File: config.mk
export PLATFORM = sky130hd
export DESIGN_NAME = prog_loader
export DESIGN_NICKNAME = d
export VERILOG_FILES = /design/src/rtl/prog_loader_pkg.sv /design/src/rtl/word_assembler.sv /design/src/rtl/prog_loader.sv
export SDC_FILE = /design/constraint.sdc
export NUM_CORES = 1
export LEC_CHECK = 0
export CORE_ASPECT_RATIO = 1.75
export CORE_MARGIN = 1.5
export CORE_UTILIZATION = 50
export CTS_CLUSTER_SIZE = 8
export DETAILED_ROUTE_END_ITERATION = 16
export PLACE_DENSITY = 0.84
export SLEW_MARGIN = 20
export SYNTH_ARGS = -nofsm -noshare
export SYNTH_HDL_FRONTEND = slang
export SYNTH_HIERARCHICAL = 1
export SYNTH_SLANG_ARGS = --single-unit
File: constraint.sdc
create_clock -name clk -period 5 [get_ports clk]
set_input_delay 0.75 -clock clk [delete_from_list [all_inputs] [get_ports clk]]
set_output_delay 0.75 -clock clk [all_outputs]
set_load 0.005 [all_outputs]
File: src/rtl/prog_loader_pkg.sv
// Shared types and frame constants for the boot-image loader.
package prog_loader_pkg;

    typedef enum logic [2:0] {
        IDLE,
        LEN_HI,
        LEN_LO,
        DATA,
        CSUM,
        DONE,
        ERROR
    } loader_state_t;

    localparam logic [7:0] DEFAULT_MAGIC  = 8'hA5;
    localparam logic [7:0] CSUM_INIT      = 8'h00;
    localparam int         BYTES_PER_WORD = 4;

endpackage

File: src/rtl/word_assembler.sv
// Packs big-endian bytes into a 32-bit word; pulses word_full the cycle after the last byte lands.
module word_assembler
    import prog_loader_pkg::*;
(
    input  logic        clk,
    input  logic        rst,
    input  logic        clear,
    input  logic        shift,
    input  logic [7:0]  data_in,
    output logic [31:0] word,
    output logic [1:0]  idx,
    output logic        word_full
);

    // NOTE: sequential state uses non-blocking assignments so every register samples pre-edge values.
    always_ff @(posedge clk) begin
        if (rst || clear) begin
            word      <= '0;
            idx       <= '0;
            word_full <= 1'b0;
        end else begin
            word_full <= shift && (idx == 2'(BYTES_PER_WORD - 1));
            if (shift) begin
                word <= {word[23:0], data_in};
                idx  <= idx + 2'd1;
            end
        end
    end

endmodule

File: src/rtl/prog_loader.sv
// Boot loader: parses a MAGIC/length/data/checksum byte frame, writes words to memory,
// and holds the core in reset until a fully verified image has been written.
module prog_loader
    import prog_loader_pkg::*;
#(
    parameter int          MAX_WORDS = 256,
    parameter logic [31:0] ADDR_BASE = 32'h0000_0000,
    parameter logic [7:0]  MAGIC     = DEFAULT_MAGIC
) (
    input  logic        clk,
    input  logic        rst,
    input  logic        rx_valid,
    input  logic [7:0]  rx_data,
    output logic        rx_ready,
    output logic        mem_we,
    output logic [31:0] mem_addr,
    output logic [31:0] mem_wdata,
    output logic        core_rst,
    output logic        load_done,
    output logic        load_error,
    output logic [15:0] words_loaded
);

    localparam logic [16:0] MAX_LEN = 17'(MAX_WORDS);

    loader_state_t state, state_next;

    logic [7:0]  csum;
    logic [7:0]  len_hi;
    logic [15:0] n_words;
    logic [15:0] len_n;
    logic [31:0] word;
    logic [1:0]  idx;
    logic        accept;
    logic        start;
    logic        shift;
    logic        last_byte;
    logic        last_word;

    assign accept    = rx_valid && rx_ready;
    assign start     = accept && (rx_data == MAGIC) && (state == IDLE || state == ERROR);
    assign shift     = accept && (state == DATA);
    assign last_byte = shift && (idx == 2'(BYTES_PER_WORD - 1));
    assign last_word = last_byte && (words_loaded + 16'd1 == n_words);
    assign len_n     = {len_hi, rx_data};
    assign mem_wdata = word;

    word_assembler u_asm (
        .clk       (clk),
        .rst       (rst),
        .clear     (start),
        .shift     (shift),
        .data_in   (rx_data),
        .word      (word),
        .idx       (idx),
        .word_full (mem_we)
    );

    always_ff @(posedge clk) begin
        if (rst) state <= IDLE;
        else     state <= state_next;
    end

    // NOTE: the default assignment up front keeps this block free of inferred latches.
    always_comb begin
        state_next = state;
        unique case (state)
            IDLE:   if (start) state_next = LEN_HI;
            LEN_HI: if (accept) state_next = LEN_LO;
            LEN_LO: begin
                if (accept) begin
                    if ({1'b0, len_n} > MAX_LEN) state_next = ERROR;
                    else if (len_n == 16'd0)     state_next = CSUM;
                    else                         state_next = DATA;
                end
            end
            DATA:   if (last_word) state_next = CSUM;
            CSUM:   if (accept) state_next = (rx_data == csum) ? DONE : ERROR;
            DONE:   state_next = DONE;
            ERROR:  if (start) state_next = LEN_HI;
            default: state_next = IDLE;
        endcase
    end

    always_ff @(posedge clk) begin
        if (rst) begin
            rx_ready     <= 1'b0;
            mem_addr     <= ADDR_BASE;
            core_rst     <= 1'b1;
            load_done    <= 1'b0;
            load_error   <= 1'b0;
            words_loaded <= '0;
            csum         <= CSUM_INIT;
            len_hi       <= '0;
            n_words      <= '0;
        end else begin
            rx_ready   <= 1'b1;
            // Status flags follow the state being entered, so they appear one cycle after the deciding byte.
            core_rst   <= (state_next != DONE);
            load_done  <= (state_next == DONE);
            load_error <= (state_next == ERROR);
            if (start) begin
                csum         <= CSUM_INIT;
                words_loaded <= '0;
                mem_addr     <= ADDR_BASE;
            end else begin
                if (mem_we) mem_addr <= mem_addr + 32'd4;
                if (accept && (state == LEN_HI || state == LEN_LO || state == DATA))
                    csum <= csum ^ rx_data;
                if (accept && state == LEN_HI) len_hi  <= rx_data;
                if (accept && state == LEN_LO) n_words <= len_n;
                if (last_byte) words_loaded <= words_loaded + 16'd1;
            end
        end
    end

endmodule
Yosys cells after proc, flatten, opt, wreduce, memory -nomap -nowiden
Index checks and enable logic that the tools add are counted.

cells by class
  $add $sub $neg = 3
  $mul = 0
  div/mod/pow operators = 0
  $lt $le $gt $ge = 1
  eq/ne operators = 13
  shifts and indexed selects = 0
  mux-type cells = 10
  bitwise operators = 2
  reductions and logical operators = 19

operators by type and width
  kind                                                                              number
  32-bit by 3-bit adder with 32-bit output, second input constant                   1
  3-bit two-way mux                                                                 7
  3-bit case mux with 6 select lines                                                1
  16-bit by 1-bit adder with 16-bit output, second input constant                   1
  16-bit equality test                                                              1
  16-bit by 9-bit greater-than comparator with 1-bit output, second input constant  1
  16-bit logical NOT                                                                1
  3-bit equality test, second input constant                                        5
  1-bit logical AND                                                                 9
  8-bit equality test                                                               1
  8-bit equality test, second input constant                                        1
  8-bit XOR                                                                         1
  3-bit by 2-bit equality test with 1-bit output, second input constant             2
  1-bit logical OR                                                                  4
  2-bit AND reduction                                                               2
  2-bit OR reduction                                                                2
  3-bit by 1-bit equality test with 1-bit output, second input constant             1
  3-bit logical NOT                                                                 1
  3-bit inequality test, second input constant                                      1
  2-bit by 1-bit adder with 2-bit output, second input constant                     1
  2-bit equality test, second input constant                                        1
  2-bit two-way mux                                                                 1
  1-bit two-way mux                                                                 1
  1-bit NOT                                                                         1

word-level totals
  bits in registers = 122
  bits in latches = 0
  bits in writable memories = 0
  memory bits (read-only) = 0
  bits of input ports = 11
  output and inout bits = 85
  logic and storage cells = 61
  memories kept = 0

Logic depth before layout (Yosys ltp)
  word-level depth = 7
  mapped depth = 9
  depth with buffers taken out = 8

Cells and area by module
The synthesis kept the hierarchy.

modules (own cells, without submodules)
  module          times used  cells an instance  area an instance (um2)  sequential area each (um2)
  prog_loader     1           502                4,144.0                 1,701.6
  word_assembler  1           115                1,297.5                 700.7

Worst setup path after synthesis
No wires, ideal clock.

  path kind = in2reg
  from = input rx_data[1]
  to = register csum[0]
  setup time = 117 ps
  data arrival time = 2,331 ps
  data required time = 4,883 ps
  path slack = 2,552 ps
  stages = 7
  buffers on the path = 2
  cells stage by stage = or4_1 -> nor4_1 -> nor3b_2 -> or2_1 -> buf_2 -> buf_2 -> nor2_1

on the way
  word-level cells in the longest chain between the ends = 4

ends and longest elaborated chain
  element                              RTL line            text
  from (decl)                          prog_loader.sv:13   input logic [7:0] rx_data,
  8-bit equality test                  prog_loader.sv:41   assign start = accept && (rx_data == MAGIC) && (state == IDLE || state == ERROR);
  1-bit logical AND (2 in a row)       prog_loader.sv:41
  net start                            prog_loader.sv:35   logic start;
  2-bit OR reduction (no source line)  --
  to (signal assigned)                 prog_loader.sv:109  csum <= csum ^ rx_data;
  to (decl)                            prog_loader.sv:28   logic [7:0] csum;

The timed path passes the listed nets, and every way through them passes these cells.
A chain may end at the register's enable or synchronous reset.

Worst setup path in the final report
  from = input rx_data[1]
  to = register mem_addr[31]

on the way
  word-level cells in the longest chain between the ends = 4

ends and longest elaborated chain
  element                              RTL line            text
  8-bit equality test                  prog_loader.sv:41
  1-bit logical AND (2 in a row)       prog_loader.sv:41
  net start                            prog_loader.sv:35
  2-bit OR reduction (no source line)  --
  to (signal assigned)                 prog_loader.sv:107  if (mem_we) mem_addr <= mem_addr + 32'd4;
  to (decl)                            prog_loader.sv:16   output logic [31:0] mem_addr,

The timed path passes the listed nets, and every way through them passes these cells.

==> key figures <==
Clocking
  – Total clock buffers created by CTS: 17
  – Count of buffers added by post-CTS timing repair for setup: 0
  – CTS tree: yes
  – CTS hold repair buffers: 0
  – Clock network latency to the later pin of the worst-skew pair: 0.42 ns
  – Number of cells upsized or downsized after cts: 0
  – Number of levels the H-tree was split into: 4
  – Reg clk slew, reported paths: 0.05 ns
  – Number of buffers on the longest clock path: 2
  – Clk Tree Root Cell: sky130_fd_sc_hd__clkbuf_16
  – Number of sinks driven by the clock tree: 120

Placed design
  – Placed inst area: 6347 um^2
  – RD Place Congestion: 0.8641
  – Count of input and output buffers: 93
  – HPWL Detailed: 8943 um

STA
  – Fin Clk Skew: 0.007139 ns
  – Max-Slew Margin vs Limit: 0.3055
  – RSZ-0062 raised after global routing: false
  – Final-report hold violation count: 0
  – Max Fclk: 0.3071 GHz
  – Fraction of the cycle the final worst path needs: 0.6514
  – Setup Viol. Count Final: 0
  – Final-layout setup total negative slack: 0 ns
  – Time the final worst path needs with I/O delays and setup: 3.257 ns
  – Tightest Pin Transition: 1.038 ns
  – Final slew viol count: 0

Finish
  – Final design utilization: 0.6559
  – Layout net count: 715
  – Layout cells sized above 1: 0.06303
  – Most common cell after layout, fill and taps aside: sky130_fd_sc_hd__dfxtp_1
  – Leading cell types in the layout, fill and taps excluded: 120 x sky130_fd_sc_hd__dfxtp_1, 116 x sky130_fd_sc_hd__nor2_1, 93 x sky130_fd_sc_hd__clkdlybuf4s50_1
  – Total non-filler cell area in the finished layout: 6975 um^2
  – Number of antenna diodes: 0
  – Synthesis-to-layout area growth: 28.19%

Global route
  – Met2 routing resource usage after global routing: 0.4180
  – Largest net degree at the start of global routing: 47
  – Number of antenna violations at the first check in global routing: 0
  – Global routing met3 resource utilization: 0.06278
  – All-layer global routing usage: 0.2415
  – Vias in the first global route: 4,636
  – Met1 usage: 0.2493
  – First-pass GRT wire length: 21,580 um
  – Most utilized layer in the global route result: met2
  – GRT Residual Overflow: 0

Logic synthesis
  – Leading cell types by total area after synthesis: sky130_fd_sc_hd__dfxtp_1 44%, sky130_fd_sc_hd__xor2_1 8.4%, sky130_fd_sc_hd__mux2i_1 8.1%
  – Number of flops mapped to enable cells by yosys: 0
  – Top FF cell, synth: sky130_fd_sc_hd__dfxtp_1
  – Synthesized netlist cell count: 617
  – Yosys Warn Count: 6
  – Synthesized area divided by synthesized cell count: 8.819 um^2
  – Count of cell types in the netlist: 49
  – Async S/R FF share, synth: 0
  – Sequential element share of the synthesized area: 0.4415
  – Library cell occupying the most area in the post-synthesis netlist: sky130_fd_sc_hd__dfxtp_1
  – Netlist area before placement: 5441 um^2
  – Fraction of synthesized cell area taken by the top area cell type: 0.4415
  – Yosys reg bits: 120

Drt
  – Routed wire length: 13,030 um
  – Average wire per cell in the routed design: 15.43 um
  – Initial DRC Count: 211
  – Post-DR vias/cell: 5.501
  – Post-detailed-route count of antenna-violating nets: 0
  – Total DRC errors in the routed layout: 0
  – Number of iterations in the first detailed-routing pass: 4
  – Routed vias: 4,643

Floorplanning
  – Number of I/O pins: 96
  – Full die area: 11,540 um^2
  – Area of the core: 10,640 um^2
  – Die Wd: 81.86 um
  – Number of cell rows: 50
  – Effective utilization at floorplan: 0.5116
  – Die Height: 141.0 um

Setup path
  – Library cell contributing the largest single delay on the critical path: sky130_fd_sc_hd__or4_1
  – Worst setup EP type: flip-flop
  – Largest fanout on the critical path: 46
  – Delay of the slowest critical-path stage: 0.62 ns
  – Kind of critical path: in -> reg
  – Buf+Inv Stages, Crit Path: 2
  – Crit path launch type: input pin
  – Ordered list of cells on the worst path: clkdlybuf4s50_1, or4_1, nor4_1, nor3b_2, or2_1, buf_4, nor2_1
  – Required time of the critical path: 5.29 ns
  – Dominant delay contributor by cell family on the critical path: simple AND/OR/NAND/NOR gates
  – WP data arrival: 3.54 ns

Run status
  – Run status: finished, final reports clean

Pwr
  – Pleak: 2.441 nW
  – Cell area power density: 325.5 nW/um^2
  – Peak ir drop on the vdd network: 0.0003324 V

Run
  – Count of maximum capacitance violations: 0

Hold path
  – Type of the tightest min-delay check: reg -> reg
[routing by layer]
| layer | vias to the layer above | share of wire | routed length (um) |
|---|---|---|---|
| met5 | - | 0 | 0 |
| met4 | 0 | 0.037 | 482 |
| met3 | 38 | 0.051 | 658 |
| met2 | 147 | 0.54 | 7006 |
| met1 | 2228 | 0.37 | 4879 |
| li1 | 2230 | - | - |
[report_power, final]
group | internal [mW] | switching [mW]
clock | 0.860 | 0.412
combinational | 0.0127 | 0.0276
sequential | 0.958 | 0.000576
total | 1.83 | 0.440
[stage by stage]
| step | power (mW) | instances | hold WS, ns | setup slack [ns] |
|---|---|---|---|---|
| floorplan | 1.003 | 618 | 0.4438 | 2.552 |
| global placement | 1.017 | 812 | 0.4581 | 1.555 |
| detailed placement | 1.018 | 812 | 0.4625 | 1.444 |
| CTS | 2.277 | 844 | 0.4694 | 1.796 |
| global route | 2.323 | 844 | 0.4853 | 1.543 |
| finish | 2.271 | 844 | 0.4719 | 1.743 |
[tightest hold or removal path: stages, from the launching register on]
cell,delay (ns)
sky130_fd_sc_hd__dfxtp_1,0.32
sky130_fd_sc_hd__nand2_1,0.06
sky130_fd_sc_hd__a21oi_1,0.05
[cell usage after synthesis (all sizes together), types with 4 or more instances]
| cell | count |
|---|---|
| nor2 | 118 |
| or3 | 4 |
| dfxtp | 120 |
| nand3 | 19 |
| a21oi | 22 |
| nand2 | 74 |
| nand4 | 14 |
| inv | 8 |
| and3 | 9 |
| xnor2 | 27 |
| nor3 | 14 |
| o21ai | 9 |
| xor2 | 52 |
| mux2i | 44 |
| clkbuf | 9 |
| buf | 25 |
| nor4 | 8 |
[cells by family after synthesis]
group                    count (synthesis)  synth area share
AO/OA/AOI/OAI                           47           0.05542
XOR/XNOR                                79            0.1272
adder cells (fa/ha/maj)                  3          0.006899
buffers and inverters                   42           0.04898
flip-flops                             120            0.4415
multiplexers                            46           0.08508
other                                    1         0.0006892
AND/OR/NAND/NOR                        279            0.2343
[cell type report]
class	instances	area, um^2
fill	834	3660
multi-input combinational	456	2784
sequential	120	2402
timing repair buffer	98	968.4
clock buffer	25	515.5
tap	130	162.7
clock inverter	7	112.6
inverter	8	30.03
[registers in the layout, summed over array words and instances (netlist names), 2 cells and up]
register and cells:
csum 8, len_hi 8, mem_addr 30, n_words 16, state 3, u_asm/idx 2, u_asm/word 32, words_loaded 16
[path summary, 6_finish.rpt]
kind	from	endpoint	slack, ns	cells past startpoint
worst max-delay path	rx_data[1]	mem_addr[31]$_SDFFE_PP0P_	1.74	7
worst min-delay path	n_words[1]$_SDFFE_PP0P_	n_words[1]$_SDFFE_PP0P_	0.47	2
worst max register to register	words_loaded[0]$_SDFFE_PP0P_	core_rst$_SDFF_PP1_	2.20	8
worst min register to register	n_words[1]$_SDFFE_PP0P_	n_words[1]$_SDFFE_PP0P_	0.47	2
No activity file was read; power rests on OpenSTA's default activity.
